### src/rtl/cpu_types_pkg.sv
// cpu_types_pkg: shared word/address types, RAM status encoding and the
// memory-arbiter state type used across the core.
package cpu_types_pkg;

  localparam int unsigned WORD_BITS = 32;
  localparam int unsigned ADDR_BITS = 32;

  typedef logic [WORD_BITS-1:0] word_t;
  typedef logic [ADDR_BITS-1:0] addr_t;

  typedef enum logic [1:0] {
    FREE   = 2'd0,
    BUSY   = 2'd1,
    ACCESS = 2'd2,
    ERROR  = 2'd3
  } ramstate_t;

  typedef enum logic [1:0] {
    IDLE   = 2'd0,
    IGRANT = 2'd1,
    DGRANT = 2'd2,
    COOL   = 2'd3
  } arb_state_t;

endpackage

### src/rtl/mem_arbiter.sv
// mem_arbiter: shares the single RAM port between fetch and data requesters, data wins ties.
// Define ARB_STARVE_GUARD_EN to compile in the streak counter that bounds fetch starvation.
module mem_arbiter
  import cpu_types_pkg::*;
#(
  parameter int unsigned ADDR_W     = 32,
  parameter int unsigned DATA_W     = 32,
  parameter int unsigned STARVE_MAX = 4
) (
  input  logic              CLK,
  input  logic              nRST,
  input  logic              iREN,
  input  logic [ADDR_W-1:0] iaddr,
  output logic              iwait,
  output logic [DATA_W-1:0] iload,
  input  logic              dREN,
  input  logic              dWEN,
  input  logic [ADDR_W-1:0] daddr,
  input  logic [DATA_W-1:0] dstore,
  output logic              dwait,
  output logic [DATA_W-1:0] dload,
  output logic              ramREN,
  output logic              ramWEN,
  output logic [ADDR_W-1:0] ramaddr,
  output logic [DATA_W-1:0] ramstore,
  input  logic [DATA_W-1:0] ramload,
  input  ramstate_t         ramstate
);

  arb_state_t state, next_state;
  logic       dreq;
  logic       ram_done;
  logic       starve;

  always_comb begin
    dreq     = dREN | dWEN;
    ram_done = (ramstate == ACCESS);
  end

`ifdef ARB_STARVE_GUARD_EN
  localparam int unsigned STREAK_W = $clog2(STARVE_MAX + 1);
  localparam logic [STREAK_W-1:0] STREAK_LIM = STREAK_W'(STARVE_MAX);

  logic [STREAK_W-1:0] streak, streak_next;

  always_comb starve = iREN & dreq & (streak == STREAK_LIM);

  // Only IDLE decisions move the streak; grants held across BUSY/ERROR do not.
  always_comb begin
    streak_next = streak;
    if (state == IDLE) begin
      if (dreq && !starve) begin
        if (!iREN) begin
          streak_next = '0;
        end else if (streak != STREAK_LIM) begin
          streak_next = streak + STREAK_W'(1);
        end
      end else if (iREN) begin
        streak_next = '0;
      end
    end
  end

  always_ff @(posedge CLK or negedge nRST) begin
    if (!nRST) begin
      streak <= '0;
    end else begin
      streak <= streak_next;
    end
  end
`else
  always_comb starve = 1'b0;
`endif

  always_ff @(posedge CLK or negedge nRST) begin
    if (!nRST) begin
      state <= IDLE;
    end else begin
      state <= next_state;
    end
  end

  // RAM side is a pure function of state and live requests, so a withdrawn
  // request or an asserted reset drops the enables in the same cycle.
  always_comb begin
    next_state = state;
    ramREN     = 1'b0;
    ramWEN     = 1'b0;
    ramaddr    = '0;
    ramstore   = '0;
    iload      = '0;
    dload      = '0;
    unique case (state)
      IDLE: begin
        if (dreq && !starve) begin
          next_state = DGRANT;
        end else if (iREN) begin
          next_state = IGRANT;
        end
      end
      IGRANT: begin
        ramaddr = iaddr;
        if (!iREN) begin
          next_state = IDLE;
        end else begin
          ramREN = 1'b1;
          if (ram_done) begin
            iload      = ramload;
            next_state = COOL;
          end
        end
      end
      DGRANT: begin
        ramREN   = dREN;
        ramWEN   = dWEN;
        ramaddr  = daddr;
        ramstore = dstore;
        if (!dreq) begin
          next_state = IDLE;
        end else if (ram_done) begin
          dload      = ramload;
          next_state = COOL;
        end
      end
      COOL: begin
        next_state = IDLE;
      end
      default: begin
        next_state = IDLE;
      end
    endcase
  end

  always_comb begin
    iwait = iREN & ~((state == IGRANT) & ram_done);
    dwait = dreq & ~((state == DGRANT) & ram_done);
  end

endmodule

### config.mk
export PLATFORM = sky130hd
export DESIGN_NAME = mem_arbiter
export DESIGN_NICKNAME = d
export VERILOG_FILES = /design/src/rtl/cpu_types_pkg.sv /design/src/rtl/mem_arbiter.sv
export SDC_FILE = /design/constraint.sdc
export NUM_CORES = 1
export LEC_CHECK = 0
export BUFFER_PORTS_ARGS = -buffer_cell sky130_fd_sc_hd__buf_2
export CELL_PAD_IN_SITES_DETAIL_PLACEMENT = 2
export CELL_PAD_IN_SITES_GLOBAL_PLACEMENT = 2
export CORE_UTILIZATION = 10
export CTS_CLUSTER_SIZE = 24
export DETAILED_ROUTE_END_ITERATION = 6
export PLACE_DENSITY = 0.83
export SETUP_SLACK_MARGIN = 0.15
export SYNTH_ARGS = -nofsm -noshare
export SYNTH_HDL_FRONTEND = slang
export SYNTH_SLANG_ARGS = --single-unit
### constraint.sdc
create_clock -name CLK -period 3.65 [get_ports CLK]
set_input_delay 0.73 -clock CLK [delete_from_list [all_inputs] [get_ports CLK]]
set_output_delay 0.73 -clock CLK [all_outputs]
set_load 0.01 [all_outputs]
**Yosys cells after proc, flatten, opt, wreduce, memory -nomap -nowiden**

Index checks and enable logic that the tools add are counted.

- Word-level logic and storage cells: 30
- Output and inout port bits: 132
- Bits in registers: 2
- Input port bits: 135

- Equal/unequal tests: 5
- Muxes and demuxes: 16
- Reduce and logical (&&, ||, !) cells: 1
- Bitwise gates (word level): 7

Operators by type and width:

| cell | number |
|---|---|
| 2-to-1 mux 32 bit | 6 |
| case mux 32 bit (2 select lines) | 1 |
| 2-to-1 mux 2 bit | 5 |
| case mux 2 bit (4 select lines) | 1 |
| == test 2 bit (second input constant) | 3 |
| AND 1 bit | 4 |
| inequality test 3 bit (second input constant) | 1 |
| == test 2 x 1 -> 1 bit (second input constant) | 1 |
| zero test 2 bit | 1 |
| 2-to-1 mux 1 bit | 2 |
| NOT 1 bit | 2 |
| case mux 1 bit (2 select lines) | 1 |
| OR 1 bit | 1 |

**Longest topological paths before layout**

Gate-level depths: netlist of the first run.

- Depth in word-level cells: 4
- Mapped depth: 7
- Gate-level depth less buffers: 6

**Worst setup path before layout of the first run**

OpenSTA, ideal clock, no wires.

- Kind: input to output
- Start: input port ramstate[0]
- End: output port dload[10]
- Path buffers: 1
- Slack: 1.528 ns
- Data arrival time: 1.392 ns
- Cell stages on the path: 4
- Required time: 2.920 ns
- Path through: nand2b_2 > nor2_4 > buf_4 > and2_1

- Cells in the longest elaborated chain, start to end: 4

Ends and longest elaborated chain:

| what | RTL line | source |
|---|---|---|
| start, declared | mem_arbiter.sv:27 | `input ramstate_t ramstate` |
| == test 2 bit | mem_arbiter.sv:37 | `ram_done = (ramstate == ACCESS);` |
| 2-to-1 mux 32 bit | mem_arbiter.sv:120 | `end else if (ram_done) begin` |
| 2-to-1 mux 32 bit | mem_arbiter.sv:118 | `if (!dreq) begin` |
| 2-to-1 mux 32 bit | mem_arbiter.sv:93 | `unique case (state)` |
| end, declared | mem_arbiter.sv:21 | `output logic [DATA_W-1:0] dload,` |

No other way between the ends.

**Worst setup path in the final report of the first run**

- Start: register state[0]
- End: output port dload[4]

- Cells in the longest elaborated chain, start to end: 2

Ends and longest elaborated chain:

| what | RTL line | source |
|---|---|---|
| start, declared | mem_arbiter.sv:30 | `arb_state_t state, next_state;` |
| start signal, assigned | mem_arbiter.sv:79 | `state <= next_state;` |
| == test 2 bit | mem_arbiter.sv:93 |  |
| 2-to-1 mux 32 bit | mem_arbiter.sv:93 |  |

No other way between the ends.

==> qor.txt, run 1 <==
PD cells: 547.9 nW/um2
Register share of total power: 0.026
Synth cell count leaders: 98 x and2_1, 34 x nor2b_1, 32 x a22oi_1
Critical Path RT: 2.92 ns
Initial Util: 0.1042
Clock sink total: 2
Cell taking the most area after synthesis: and2_1
CTS max path bufs: 2
Register area share after synthesis: 0.03556
Status: finished clean
Worst setup EP type: primary output
FP Rows: 42
Max Fclk: 332.0 MHz
Post-place setup slack: 0.8246 ns
Largest net degree at the start of global routing: 38
Max-slew violation count: 0
Switching Share: 0.5069
Tightest Pin Transition: 0.8795 ns
Slowest cell delay on critical path: 0.55 ns
R2r setup slk: 1.95 ns
Rel. slew slack: 0.4137
# hold bufs at CTS: 0
Crit path arrival time: 2.28 ns
Core area: 13510 um2
Fin crit period: 3.012 ns
Worst clock skew: 0.002006 ns
CTS clk-pin slew, worst paths: 0.03 ns
Max reg flops: 2
Post-synth ARST share: 1.000
GP Congestion: 0.7490
Pint: 0.7944 mW
Synth Flop Type: dfrtp_1
Yosys warns: 0
Worst path slowest cell: ha_2
Post-Syn Instances: 211
Die Ht: 120.6 um
Total track usage: 0.1204
Vias in the first global route: 2653
Critical path depth: 6
DRT Wirelength: 9304 um
Setup Fix Bufs, Post-CTS: 0
Post-Synthesis Net Count: 350
Die Wd: 120.6 um
Number of setup violations in the final report: 0
Post-route setup slack: 0.6377 ns
DRC: 0
Layout cell share with drive strength beyond 1: 0.5996
Critical-path maximum fanout: 37
Mapped Area: 1408 um2
Initial drt markers: 52
Register bank with the most flops: state
Router iterations before antenna repair: 4
CP Cell Sequence: inv_1 -> ha_2 -> o21ai_2 -> nor2_4 -> and2_1 -> buf_2
Ratio of final minimum period to clock period: 0.8253
Reg2reg path depth: 6
CTS tree: built
FF-to-FF End: state[0]
EDFF count, synth: 0
WS Path Type: flop to primary output
Count leader, synth: and2_1
Switching pwr: 0.8167 mW
DR vias/cell: 3.886
Worst R2R Start: state[0]
Biggest regs: state x2
Initial antenna violation count: 0
Port-buffer cells: 266
WL per Instance: 14.58 um
H-Tree Depth: 1
Startpoint Class: flop
Clock Power Share: 0.104
Synth-to-Final Area Change: 108.9%
CP Buf/Inv Count: 2
RSZ-0062 raised after global routing: no
Max VDD drop: 139.2 uV
Final HPWL DP: 8125 um
Clk Latency, worst-skew pair: 0.22 ns
# Max-Cap Violations: 0
Nets: 603
Final hold vios: 0
ANT nets after route: 0
Yosys top cell area share: 0.4356
Comb power frac: 0.870
Hold crit path type: input pin to asynchronous set/reset pin
Vias: 2479
CP delay by family, top: simple AND/OR/NAND/NOR gates
First-pass GRT wire length: 13740 um
TNS Setup: 0 ns
Clk root buf: clkbuf_16
Post-synthesis register bit count: 2
Gates resized, CTS repair: 0
GRT overflow: 0
Average size of a mapped cell: 6.671 um2
Die area: 14550 um2
Synth cell types: 22
IO Pins: 267
Synth area leaders: and2_1 44%, a22oi_1 17%, nor2b_1 15%
Number of CTS-inserted buffers: 3
Pleak: 1.758 nW
Diode count: 0
[final cells by class]
cell class / instances / area (um2)
fill: 1665 / 10570
timing repair buffer: 268 / 1346
multi-input combinational: 187 / 1241
tap: 176 / 220.2
clock buffer: 3 / 75.07
sequential: 2 / 50.05
inverter: 2 / 7.507
[layer usage]
layer  GRT usage  vias up  wire length [um]
li1            -     1192                 -
met1      0.1127     1139              3081
met2      0.2561      142              5356
met3     0.02170        6               756
met4     0.03627        0               108
met5           0        -                 0
[cells in the final DEF, fill, tap and decap left out, types with 2 or more instances in the layout]
cell type,netlist,final
nand2_1,2,2
nor2_4,2,2
o21ai_1,2,2
buf_2,11,266
a22oi_1,32,32
buf_4,6,2
a21oi_1,4,4
ha_1,4,3
dfrtp_1,2,2
and2_1,98,98
inv_1,2,2
clkbuf_16,0,3
nor2b_1,34,34
[power groups by stage]
stage | registers, mW | clock network (mW) | logic, mW
final | 0.0421 | 0.167 | 1.40
after detailed placement | 0.0411 | 0 | 1.44
after floorplan | 0.0387 | 0 | 0.878
after global placement | 0.0400 | 0 | 1.38
after CTS | 0.0419 | 0.170 | 1.44
after global routing | 0.0436 | 0.174 | 1.55
[how the worst max path moves through the flow]
stage                 from        end  slack [ns]
3_5_place_dp      state[0]  dload[26]        0.82
4_1_cts           state[0]   dload[4]        0.58
5_1_grt           state[0]  dload[11]        0.41
3_3_place_gp      state[0]   dload[1]        1.04
2_1_floorplan  ramstate[0]  dload[10]        1.53
6_report          state[0]   dload[4]        0.64
[kinds of logic (layout without fill, tap and decap cells)]
family	count (synthesis)	after routing	synth area share
buffers and inverters	22	273	0.08444
adder cells (fa/ha/maj)	4	4	0.03556
flip-flops	2	2	0.03556
AND/OR/NAND/NOR	140	140	0.6258
AO/OA/AOI/OAI	43	43	0.2187
[through the flow]
| stage | power (mW) | instances | hold slack [ns] | cell area, um2 | util |
|---|---|---|---|---|---|
| 5_1_grt | 1.766 | 638 | 0.2840 | 2940 | 0.2177 |
| 3_3_place_gp | 1.418 | 635 | 0.5210 | 2865 | 0.2122 |
| 2_1_floorplan | 0.9165 | 211 | 0.4344 | 1408 | - |
| 6_report | 1.611 | 638 | 0.2895 | 2940 | 0.2177 |
| 3_5_place_dp | 1.479 | 635 | 0.5216 | 2865 | 0.2122 |
| 4_1_cts | 1.655 | 638 | 0.2890 | 2940 | 0.2177 |
Note: power is estimated with default switching activity, not from simulation.
==> run 2, diff against run 1 <==
- clock period: 3.65 -> 2.9 ns (I/O delays scaled with it)
==> run 2 against run 1 <==
Compared with the run above:
- non-clock buffer count is 1 higher
- register-to-register slack worse by 0.51 ns
- sequential share of layout area barely moved
- combinational power increased by 26%
- die area is the same
- sequential power rose by 24%
- setup slack got worse by 0.28 ns
- critical path depth unchanged
- flip-flop and latch count stayed put
- wire length grew 1.2%
- first-iteration DRC count down 3.8%
- power rose by 26%
==> qor.txt, run 2 (synthesized netlist as in run 1, its figures left out) <==
Status: finished clean
Gates resized, CTS repair: 0
WL per Instance: 14.74 um
Reg2reg path depth: 6
Commonest cells after routing, fill and taps aside: 266 x buf_2, 98 x and2_1, 34 x nor2b_1
Worst setup EP type: primary output
PD cells: 686.8 nW/um2
# hold bufs at CTS: 0
R2r setup slk: 1.44 ns
DR vias/cell: 3.928
FP Rows: 42
Clock sink total: 2
Worst R2R Start: state[0]
Vias: 2510
CTS tree: built
Register bank with the most flops: state
Clk Latency, worst-skew pair: 0.22 ns
Max-slew violation count: 0
DRC: 0
Power, Total: 2.024 mW
GP Congestion: 0.7717
Finished Cell Area: 2948 um2
Die area: 14550 um2
IO Pins: 267
Hold crit path type: input pin to asynchronous set/reset pin
CP delay by family, top: buffers and inverters
H-Tree Depth: 1
Number of setup violations in the final report: 0
Biggest regs: state x2
Largest net degree at the start of global routing: 68
Tightest Pin Transition: 0.5859 ns
Clk root buf: clkbuf_16
Filler cells: 1710
Final hold vios: 0
Rel. slew slack: 0.6094
Nets: 604
Router iterations before antenna repair: 4
Layout cell share with drive strength beyond 1: 0.6004
Critical Path RT: 2.32 ns
ANT nets after route: 0
Ratio of final minimum period to clock period: 0.8765
Worst path slowest cell: buf_4
Worst clock skew: 0.003886 ns
DRT Wirelength: 9420 um
Final HPWL DP: 8067 um
Max Fclk: 393.4 MHz
Total track usage: 0.1197
Max VDD drop: 300.3 uV
Fin crit period: 2.542 ns
Diode count: 0
Slowest cell delay on critical path: 0.49 ns
GRT overflow: 0
Commonest non-fill, non-tap cell in the layout: buf_2
Initial Util: 0.1042
CTS clk-pin slew, worst paths: 0.03 ns
Pleak: 1.762 nW
Crit path arrival time: 1.96 ns
CP Cell Sequence: inv_1 -> ha_2 -> buf_4 -> a22oi_1 -> nor2b_1 -> buf_2
RSZ-0062 raised after global routing: no
Vias in the first global route: 2637
FF-to-FF End: state[0]
Initial drt markers: 50
Port-buffer cells: 266
Max reg flops: 2
First-pass GRT wire length: 13630 um
Startpoint Class: flop
Die Wd: 120.6 um
WS Path Type: flop to primary output
Critical-path maximum fanout: 67
Core area: 13510 um2
CP Buf/Inv Count: 3
CTS max path bufs: 2
Die Ht: 120.6 um
# Max-Cap Violations: 0
Setup Fix Bufs, Post-CTS: 0
Synth-to-Final Area Change: 109.4%
Initial antenna violation count: 0
TNS Setup: 0 ns
Placed cell area: 2873 um2
Number of CTS-inserted buffers: 3
[run 2: cell types whose count changed in the layout (fill, tap and decap cells not counted), sizes merged]
cell	change
buf	+1
[run 2: power by group]
part / internal, mW / switching (mW)
combinational: 0.778 / 0.983
clock: 0.176 / 0.0359
sequential: 0.0418 / 0.0106
[run 2: layout make-up]
type,count,area (um2),area share
multi-input combinational,187,1241,0.4211
tap,176,220.2,0.07470
clock buffer,3,75.07,0.02547
inverter,2,7.507,0.002547
timing repair buffer,269,1354,0.4593
sequential,2,50.05,0.01698
[run 2: worst max-delay path by stage]
stage | startpoint | endpoint | slack [ns] | depth (start not counted)
finish | state[0] | ramaddr[11] | 0.36 | 6
global route | state[0] | ramaddr[11] | 0.15 | 6
CTS | state[0] | ramaddr[11] | 0.29 | 6
detailed placement | state[0] | ramaddr[11] | 0.54 | 6
global placement | ramstate[0] | iload[3] | 0.59 | 5
floorplan | state[1] | iload[10] | 1.06 | 7
[run 2: stage by stage]
step / hold WS, ns / setup slack (ns) / std cells / util
2_1_floorplan: 0.2844 / 1.064 / 211 / -
3_3_place_gp: 0.3665 / 0.5909 / 636 / 0.2127
3_5_place_dp: 0.3698 / 0.5389 / 636 / 0.2127
6_report: 0.1339 / 0.3581 / 639 / 0.2183
5_1_grt: 0.1365 / 0.1531 / 639 / 0.2183
4_1_cts: 0.1332 / 0.2907 / 639 / 0.2183
[run 2: worst reg2reg max path: stages (launching register included)]
cell,delay (ns)
dfrtp_1,0.38
inv_1,0.10
ha_1,0.20
nor2b_1,0.13
o21ai_1,0.25
a21oi_1,0.13
a2bb2oi_1,0.14
[run 2: routing by layer]
layer  vias to the layer above  global-route usage  part of all wire
met4                         0             0.03704             0.017
met1                      1154              0.1063              0.31
met2                       148              0.2561              0.58
li1                       1196                   -                 -
met3                        12             0.02877             0.090
met5                         -                   0                 0
==> run 3, diff against run 2 <==
- SETUP_SLACK_MARGIN: 0.15 -> 0.4
==> run 3 against run 2 <==
Compared with the run above:
- critical path depth did not move
- clock power barely moved
- combinational power grew 2%
- maximum frequency increased by 8.5%
- via count grew 0.80%
- register-to-register slack about the same
- first-iteration DRC count is 14% higher
- critical endpoint unchanged
==> qor.txt, run 3 (synthesized netlist as in run 1, its figures left out) <==
Status: finished clean
DR vias/cell: 3.947
Register bank with the most flops: state
Final hold vios: 0
Total track usage: 0.1197
Startpoint Class: flop
CP Cell Sequence: inv_1 -> ha_2 -> buf_8 -> a22oi_1 -> nor2b_1 -> buf_2
H-Tree Depth: 1
Crit path arrival time: 1.76 ns
Max reg flops: 2
ANT nets after route: 0
Finished Cell Area: 2978 um2
Setup Fix Bufs, Post-CTS: 0
Setup crit end: ramaddr[11]
Max Fclk: 426.8 MHz
DRT Wirelength: 9750 um
Crit. Startpoint: state[0]
Diode count: 0
Number of setup violations in the final report: 0
Die Ht: 120.6 um
Placed cell area: 2873 um2
WS Path Type: flop to primary output
Reg2reg path depth: 6
Commonest cells after routing, fill and taps aside: 266 x buf_2, 98 x and2_1, 34 x nor2b_1
Multi-input logic area: 1264 um2
Nets: 606
Die Wd: 120.6 um
Comb power frac: 0.872
Router iterations before antenna repair: 4
Rel. slew slack: 0.7507
Initial antenna violation count: 0
Tightest Pin Transition: 0.3740 ns
CTS tree: built
Port-buffer cells: 266
Vias: 2530
Switching Share: 0.5091
DRC: 0
Min Hold Slack: 0.1350 ns
Initial Util: 0.1042
IO Pins: 267
Critical-path maximum fanout: 67
FP Rows: 42
Worst setup EP type: primary output
Clock sink total: 2
Switching pwr: 1.050 mW
Vias in the first global route: 2637
Critical Path RT: 2.32 ns
GP Congestion: 0.7717
Die area: 14550 um2
Layout cell share with drive strength beyond 1: 0.6022
Worst path slowest cell: dfrtp_1
First-pass GRT wire length: 13630 um
Worst clock skew: 0.003441 ns
R2r setup slk: 1.43 ns
Hold crit path type: input pin to asynchronous set/reset pin
TNS Setup: 0 ns
Biggest regs: state x2
Register Area: 50.05 um2
Largest net degree at the start of global routing: 68
Slowest cell delay on critical path: 0.40 ns
Clk root buf: clkbuf_16
Max VDD drop: 320.0 uV
GRT overflow: 0
CTS clk-pin slew, worst paths: 0.03 ns
Worst R2R Start: state[0]
Register share of total power: 0.026
CTS max path bufs: 2
Initial drt markers: 57
Filler cells: 1704
Fin crit period: 2.343 ns
Final HPWL DP: 8067 um
Core area: 13510 um2
Number of CTS-inserted buffers: 3
# Max-Cap Violations: 0
Synth-to-Final Area Change: 111.6%
Pleak: 1.769 nW
Clock Power Share: 0.103
Pint: 1.012 mW
Ratio of final minimum period to clock period: 0.8079
Max-slew violation count: 0
FF-to-FF End: state[0]
PD cells: 692.4 nW/um2
Commonest non-fill, non-tap cell in the layout: buf_2
WL per Instance: 15.21 um
Clk Latency, worst-skew pair: 0.22 ns
RSZ-0062 raised after global routing: no
run 3: power groups by stage:
stage                     sequential (mW)  clock (mW)  combinational [mW]
after detailed placement           0.0521           0                1.81
final                              0.0526       0.212                1.80
after CTS                          0.0531       0.215                1.82
after global placement             0.0525           0                1.72
after global routing               0.0545       0.218                1.98
after floorplan                    0.0487           0                1.10
run 3: through the flow:
stage	power, mW	util	setup WS, ns	instances
6_report	2.062	0.2205	0.5570	641
2_1_floorplan	1.154	-	1.064	211
4_1_cts	2.093	0.2185	0.4084	639
5_1_grt	2.254	0.2205	0.4111	641
3_5_place_dp	1.860	0.2127	0.5389	636
3_3_place_gp	1.774	0.2127	0.5909	636
run 3: routing by layer:
layer / GRT usage / wire [um] / part of all wire / vias up
li1: - / - / - / 1205
met1: 0.1063 / 2984 / 0.31 / 1157
met2: 0.2561 / 5729 / 0.59 / 154
met3: 0.02877 / 864 / 0.089 / 14
met4: 0.03704 / 172 / 0.018 / 0
met5: 0 / 0 / 0 / -
run 3: worst min-delay path by stage:
stage | from | endpoint | cells past startpoint
final | nRST | state[1] | 1
after floorplan | nRST | state[0] | 0
after CTS | nRST | state[1] | 1
after detailed placement | nRST | state[1] | 1
after global placement | nRST | state[1] | 1
after global routing | nRST | state[1] | 1
run 3: timing repair:
item,in CTS,in global routing
cloned,0,2
pin swaps,1,1
gates resized for setup,1,4
endpoints found under the setup margin,32,89
hold buffers,0,0
run 3: final cells by class:
type | count | share of cell area
Inverter | 2 | 0.002521
Tap cell | 176 | 0.07395
Clock buffer | 3 | 0.02521
Sequential cell | 2 | 0.01681
Timing Repair Buffer | 269 | 0.4571
Multi-Input combinational cell | 189 | 0.4244
run 3: critical path, delay by kind of cell (launching register included):
kind            cells  cell delay, ns
simple gates        1            0.15
fa+ha+maj           1            0.22
compound gates      1            0.18
flops               1            0.40
buf+inv             3            0.59
